**src/rtl/sync_fifo_pkg.sv**
```systemverilog
// sync_fifo_pkg: shared default sizing for the synchronous FIFO and its storage.
// Revision: 1.0
`default_nettype none

package sync_fifo_pkg;
    localparam int c_WIDTH = 8;
    localparam int c_DEPTH = 16;
    localparam int c_ADDR  = 4;
endpackage

`default_nettype wire

```
**src/rtl/sync_fifo_mem.sv**
```systemverilog
// sync_fifo_mem: DEPTH x WIDTH RAM, one synchronous write port, one registered read port.
// Revision: 1.0
`default_nettype none

module sync_fifo_mem
    import sync_fifo_pkg::*;
#(
    parameter int WIDTH = c_WIDTH,
    parameter int DEPTH = c_DEPTH,
    parameter int ADDR  = c_ADDR
) (
    input  logic             clk,
    input  logic             rst,
    input  logic             i_we,
    input  logic [ADDR-1:0]  i_waddr,
    input  logic [WIDTH-1:0] i_wdata,
    input  logic             i_re,
    input  logic [ADDR-1:0]  i_raddr,
    output logic [WIDTH-1:0] o_rdata
);

    logic [WIDTH-1:0] r_mem [DEPTH];
    logic [WIDTH-1:0] r_rdata;

    always_ff @(posedge clk) begin
        if (i_we) begin
            r_mem[i_waddr] <= i_wdata;
        end
    end

    // A read of the slot being rewritten in the same cycle returns the old word.
    always_ff @(posedge clk or negedge rst) begin
        if (!rst) begin
            r_rdata <= '0;
        end else if (i_re) begin
            r_rdata <= r_mem[i_raddr];
        end
    end

    assign o_rdata = r_rdata;

endmodule

`default_nettype wire

```
**src/rtl/sync_fifo.sv**
```systemverilog
// sync_fifo: single-clock FIFO with wrap-bit pointers, full/empty flags, registered read data.
// Revision: 1.0
`default_nettype none

module sync_fifo
    import sync_fifo_pkg::*;
#(
    parameter int WIDTH = c_WIDTH,
    parameter int DEPTH = c_DEPTH,
    parameter int ADDR  = c_ADDR
) (
    input  logic             clk,
    input  logic             rst,
    input  logic             wr,
    input  logic             rd,
    input  logic [WIDTH-1:0] din,
    output logic             full,
    output logic             empty,
    output logic [WIDTH-1:0] dout
);

    logic [ADDR:0] r_wptr;
    logic [ADDR:0] r_rptr;
    logic          w_full;
    logic          w_empty;
    logic          w_wr_en;
    logic          w_rd_en;

    assign w_empty = (r_wptr == r_rptr);
    assign w_full  = (r_wptr[ADDR-1:0] == r_rptr[ADDR-1:0]) && (r_wptr[ADDR] != r_rptr[ADDR]);

    // A concurrent read frees a slot, so a write is still taken when full.
    assign w_wr_en = wr && (!w_full || rd);
    assign w_rd_en = rd && !w_empty;

    always_ff @(posedge clk or negedge rst) begin
        if (!rst) begin
            r_wptr <= '0;
            r_rptr <= '0;
        end else begin
            if (w_wr_en) begin
                r_wptr <= r_wptr + {{ADDR{1'b0}}, 1'b1};
            end
            if (w_rd_en) begin
                r_rptr <= r_rptr + {{ADDR{1'b0}}, 1'b1};
            end
        end
    end

    sync_fifo_mem #(
        .WIDTH (WIDTH),
        .DEPTH (DEPTH),
        .ADDR  (ADDR)
    ) u_mem (
        .clk     (clk),
        .rst     (rst),
        .i_we    (w_wr_en),
        .i_waddr (r_wptr[ADDR-1:0]),
        .i_wdata (din),
        .i_re    (w_rd_en),
        .i_raddr (r_rptr[ADDR-1:0]),
        .o_rdata (dout)
    );

    assign full  = w_full;
    assign empty = w_empty;

endmodule

`default_nettype wire

```
**config.mk**
```make
export PLATFORM = sky130hd
export DESIGN_NAME = sync_fifo
export DESIGN_NICKNAME = d
export VERILOG_FILES = /design/src/rtl/sync_fifo_pkg.sv /design/src/rtl/sync_fifo_mem.sv /design/src/rtl/sync_fifo.sv
export SDC_FILE = /design/constraint.sdc
export NUM_CORES = 1
export LEC_CHECK = 0
export ABC_CLOCK_PERIOD_IN_PS = 3660
export CELL_PAD_IN_SITES_DETAIL_PLACEMENT = 2
export CELL_PAD_IN_SITES_GLOBAL_PLACEMENT = 2
export CORE_ASPECT_RATIO = 1.1
export CORE_MARGIN = 3
export CORE_UTILIZATION = 48
export CTS_CLUSTER_SIZE = 30
export DETAILED_ROUTE_END_ITERATION = 8
export PLACE_DENSITY_LB_ADDON = 0.1
export SYNTH_ARGS = -nofsm -noshare
export SYNTH_HDL_FRONTEND = slang
export SYNTH_HIERARCHICAL = 1
export SYNTH_SLANG_ARGS = --single-unit
export TNS_END_PERCENT = 1
```
**constraint.sdc**
```tcl
create_clock -name clk -period 3.66 [get_ports clk]
set_clock_uncertainty 0.15 [all_clocks]
set_input_delay 0.549 -clock clk [delete_from_list [all_inputs] [get_ports clk]]
set_output_delay 0.549 -clock clk [all_outputs]
set_load 0.05 [all_outputs]
```
## After elaboration in Yosys (flattened, before gate mapping)

Memories as Yosys holds them, arrays and structs flattened. A register that Yosys moved wholly into a read port is not among the register bits.
Cells that the tools add are included.

| word-level totals | value |
|---|---|
| bits in registers | 10 |
| latch bits | 0 |
| memory bits (writable) | 128 |
| memory bits (read-only) | 0 |
| output and inout port bits | 10 |
| memories kept | 1 |

| cells by class | value |
|---|---|
| add/sub/neg operators | 2 |
| $mul | 0 |
| div/mod/pow operators | 0 |
| magnitude comparators | 0 |
| equal/unequal tests | 3 |
| shifts and indexed selects | 0 |
| muxes and demuxes | 2 |
| bitwise gates (word level) | 0 |
| reductions and logical operators | 7 |

Memories:

| name | words | width | rd ports | clocked after Yosys merged registers in | wr ports | line | source |
|---|---|---|---|---|---|---|---|
| u_mem.r_mem | 16 | 8 | 1 | 1 | 1 | sync_fifo_mem.sv:22 | `logic [WIDTH-1:0] r_mem [DEPTH];` |

Operators by type and width:

| operator | count |
|---|---|
| 5-bit by 1-bit adder with 5-bit output, second input constant | 2 |
| 5-bit equality test | 1 |
| 4-bit equality test | 1 |
| 1-bit logical AND | 3 |
| 1-bit logical NOT | 3 |
| 1-bit two-way mux | 2 |
| 1-bit logical OR | 1 |
| 1-bit != test | 1 |

## Longest topological paths before layout

| logic depth | value |
|---|---|
| depth after elaboration | 7 |
| mapped depth | 9 |
| depth with buffers taken out | 7 |

## Hierarchy

The synthesis kept the hierarchy.

Modules (own cells, without submodules):

| module | instances | cells each | area each (sq um) |
|---|---|---|---|
| sync_fifo_mem | 1 | 240 | 5,331.4 |
| sync_fifo | 1 | 46 | 549.3 |

## Least setup slack after synthesis

Ideal clock, no wire load.

| timing | value |
|---|---|
| path type | register to register |
| start | reg r_wptr[1] |
| end | mem u_mem/r_mem[0][0] (netlist name) (enable) |
| library setup time | 0.383 ns |
| arrival time | 2.046 ns |
| setup slack | 1.080 ns |
| stages on the path, launching flop included | 7 |
| path buffers | 0 |
| period minus slack after synthesis | 2.580 ns |
| cell sequence | dfrtp_1 > xnor2_1 > nand4_2 > o31ai_4 > inv_1 > or3b_2 > nor3_1 |

| between the ends | value |
|---|---|
| longest elaborated chain between the ends | 7 |

RTL lines:

| element | line | source |
|---|---|---|
| start, declared | sync_fifo.sv:22 | `logic [ADDR:0] r_wptr;` |
| start signal, assigned | sync_fifo.sv:42 | `r_wptr <= r_wptr + {{ADDR{1'b0}}, 1'b1};` |
| 4-bit equality test | sync_fifo.sv:30 | `assign w_full = (r_wptr[ADDR-1:0] == r_rptr[ADDR-1:0]) && (r_wptr[ADDR] != r_rptr[ADDR]);` |
| 1-bit logical AND | sync_fifo.sv:30 |  |
| 1-bit logical NOT | sync_fifo.sv:33 | `assign w_wr_en = wr && (!w_full \|\| rd);` |
| 1-bit logical OR | sync_fifo.sv:33 |  |
| 1-bit logical AND | sync_fifo.sv:33 |  |
| net w_wr_en | sync_fifo.sv:26 | `logic w_wr_en;` |
| 1-bit two-way mux | sync_fifo_mem.sv:26 | `if (i_we) begin` |
| 1-bit two-way mux (implied by the code) | sync_fifo_mem.sv:27 | `r_mem[i_waddr] <= i_wdata;` |
| end, declared | sync_fifo_mem.sv:22 |  |

The timed path passes the listed nets, and every way through them passes these cells.

## Final worst setup path

| timing | value |
|---|---|
| start | reg r_wptr[0] |
| end | out empty |

| between the ends | value |
|---|---|
| longest elaborated chain between the ends | 1 |

RTL lines:

| element | line | source |
|---|---|---|
| 5-bit equality test | sync_fifo.sv:29 | `assign w_empty = (r_wptr == r_rptr);` |
| end, declared | sync_fifo.sv:18 | `output logic empty,` |

Every way passes these cells.

==> metrics.md <==
| Metric | Value |
|---|---|
| Share of flip-flops with an asynchronous set or reset | `12.3%` |
| Setup-violating endpoint count in the final report | `0` |
| Critical Path RT | `2.96 ns` |
| IO Port Bufs | `21` |
| Initial antenna violation count | `0` |
| CTS tree | `built` |
| Layout cells sized above 1 | `27.5%` |
| Area grow syn2layout | `17.1%` |
| Status | `finished, final reports clean` |
| Final Slew Violations | `0` |
| Synth top area cells | `edfxtp_1 (65%), mux4_2 (10%), dfrtp_1 (7.7%)` |
| Largest net degree at the start of global routing | `36` |
| RSZ-0062 raised after global routing | `false` |
| EDFF count, synth | `128` |
| Diode count | `0` |
| Final period utilization | `89.5%` |
| Initial cell density of the core | `50.3%` |
| Die area | `13600 um^2` |
| VDD IR-drop max | `0.000707 V` |
| Clock Sinks | `146` |
| IO Pins | `22` |
| WL/cell | `32.3 um` |
| Clk Tree Root Cell | `clkbuf_16` |
| Synthesized instance count | `286` |
| Inst Count DP | `460` |
| CTS Buf Count | `17` |
| Via count | `2996` |
| Final min period | `3.27 ns` |
| Critical Path Sink Type | `primary output` |
| P_leak | `0.00232 uW` |
| Worst Hold Class | `reg2reg` |
| Bufs on Longest Clock Path | `2` |
| F_max | `305 MHz` |
| Later-pin clock latency in the skew report | `0.42 ns` |
| DRC Markers | `0` |
| Fin Setup TNS | `0 ns` |
| Syn nets | `300` |
| H-tree Lvls | `4` |
| Dominant cell type by area after synthesis | `edfxtp_1` |
| Max-slew headroom | `28.5%` |
| CP Class | `reg2out` |
| Register bit total from synthesis | `146` |
| Share of the synthesized area in the top cell type | `65.4%` |
| Reg clk slew, reported paths | `0.06 ns` |
| Routed Wire Length | `15900 um` |
| Netlist cell types | `35` |
| Final Hold Vio Count | `0` |
| Postcts setup bufs | `0` |
| Top-count cell post-synth | `edfxtp_1` |
| Initial DRC Count | `235` |
| Yosys warns | `6` |
| Post-Syn Area | `5880 um^2` |
| Crit Path Max Fanout | `11` |
| Die width | `112 um` |
| Grt ovf | `0` |
| Vias in the first global route | `3404` |
| Nets | `343` |
| Commonest cells in the netlist | `edfxtp_1 (128), mux4_2 (26), nor2_1 (23)` |
| Max cap viols | `0` |
| Die height | `122 um` |
| Post-CTS sizing | `0` |
| Non-filler cells in the finished layout | `492` |
| PD cells | `861 nW/um^2` |
| Post-synthesis sequential area ratio | `73.0%` |
| Core box area | `11700 um^2` |
| Ys flop type | `edfxtp_1` |
| Least-Margin Pin Slew | `1.07 ns` |
| RD Place Congestion | `0.730` |
| Critical Path AT | `2.58 ns` |
| GRT Resource Usage Total | `25.2%` |
| CP Launch Type | `register` |
| DRT Pass-1 Iters | `4` |
| Vias per inst | `6.09` |
| First-pass GRT wire length | `23800 um` |
| Row Count | `41` |
| Mapped Avg Cell Area | `20.6 um^2` |
| Routed Antenna Nets | `0` |
| Hold Buf Count CTS | `0` |
| DPL Wire Length | `9720 um` |
[kinds of logic after synthesis]
group                      after synthesis  share of synthesized area (%)
DFF                                    146                           73.0
and+or+nand+nor                         47                           4.02
muxes                                   42                           14.5
AOI/OAI and AO/OA                       18                           3.51
buffers and inverters                   18                           2.45
xor gates and xnor gates                13                           2.06
adders and majority gates                2                          0.425
[worst paths after layout]
path                       depth (start not counted)  slack (ns)  startpoint               end
setup / recovery                                   5        0.39   r_wptr[0]             empty
hold / removal                                     1        0.39   r_rptr[4]         r_rptr[4]
setup reg to reg                                   8        0.91   r_wptr[0]  u_mem/o_rdata[5]
hold reg to reg                                    1        0.39   r_rptr[4]         r_rptr[4]
max in group asynchronous                          1        2.08         rst         r_rptr[0]
min in group asynchronous                          1        0.56         rst  u_mem/o_rdata[0]
[sequential cells by signal, summed over array words and instances (netlist names)]
signal         flops
r_rptr             5
r_wptr             5
u_mem/r_mem      128
u_mem/o_rdata      8
[power breakdown]
| group | total (uW) | leakage, uW | switching, uW | internal, uW |
|---|---|---|---|---|
| combinational | 1880 | 0.000678 | 1110 | 778 |
| sequential | 2260 | 0.00136 | 190 | 2070 |
| clock | 1790 | 0.000280 | 711 | 1080 |
| total | 5930 | 0.00232 | 2010 | 3920 |
[critical path: stages (launching register included)]
cell and delay (ns):
dfrtp_1 0.59, xnor2_1 0.20, nand4_2 0.20, or2_4 0.31, inv_1 0.06, clkdlybuf4s50_1 0.79
[cell type report]
| class | count | area [um^2] |
|---|---|---|
| sequential | 146 | 4300 |
| clock buffer | 17 | 425 |
| fill | 974 | 4810 |
| tap | 150 | 188 |
| multi-input combinational | 122 | 1440 |
| timing repair buffer | 38 | 338 |
| clock inverter | 15 | 180 |
| inverter | 4 | 15.0 |
[placed cells by master (no fill, tap or decap), types with 3 or more instances in the layout]
cell	instances
edfxtp_1	128
mux4_2	26
nor2_1	23
clkdlybuf4s50_1	21
clkbuf_16	17
buf_4	17
dfrtp_1	16
xnor2_1	10
mux2i_1	8
a221oi_2	8
o22ai_1	7
mux4_1	6
nand3_1	5
clkinvlp_4	5
inv_1	4
inv_6	4
nor3_1	4
bufinv_16	3
nand2b_1	3
[metrics by stage]
step | hold slack [ns] | util (%) | setup WS, ns | area (um^2) | total power [uW]
after floorplan | 0.103 | - | 1.08 | 5880 | 3610
after global placement | 0.358 | 53.7 | 0.827 | 6280 | 4040
after detailed placement | 0.361 | 53.7 | 0.742 | 6280 | 4150
after CTS | 0.393 | 58.9 | 0.343 | 6890 | 6010
after global routing | 0.426 | 58.9 | 0.239 | 6890 | 6180
final | 0.387 | 58.9 | 0.386 | 6890 | 5930
[per-layer routing]
metal | up-vias | global-route usage, % | part of all wire [%]
met1 | 1633 | 33.4 | 42
met5 | - | 0 | 0
li1 | 1249 | - | -
met2 | 91 | 42.2 | 52
met4 | 0 | 9.43 | 1.9
met3 | 23 | 4.57 | 3.7
(Power assumes the default switching activity.)
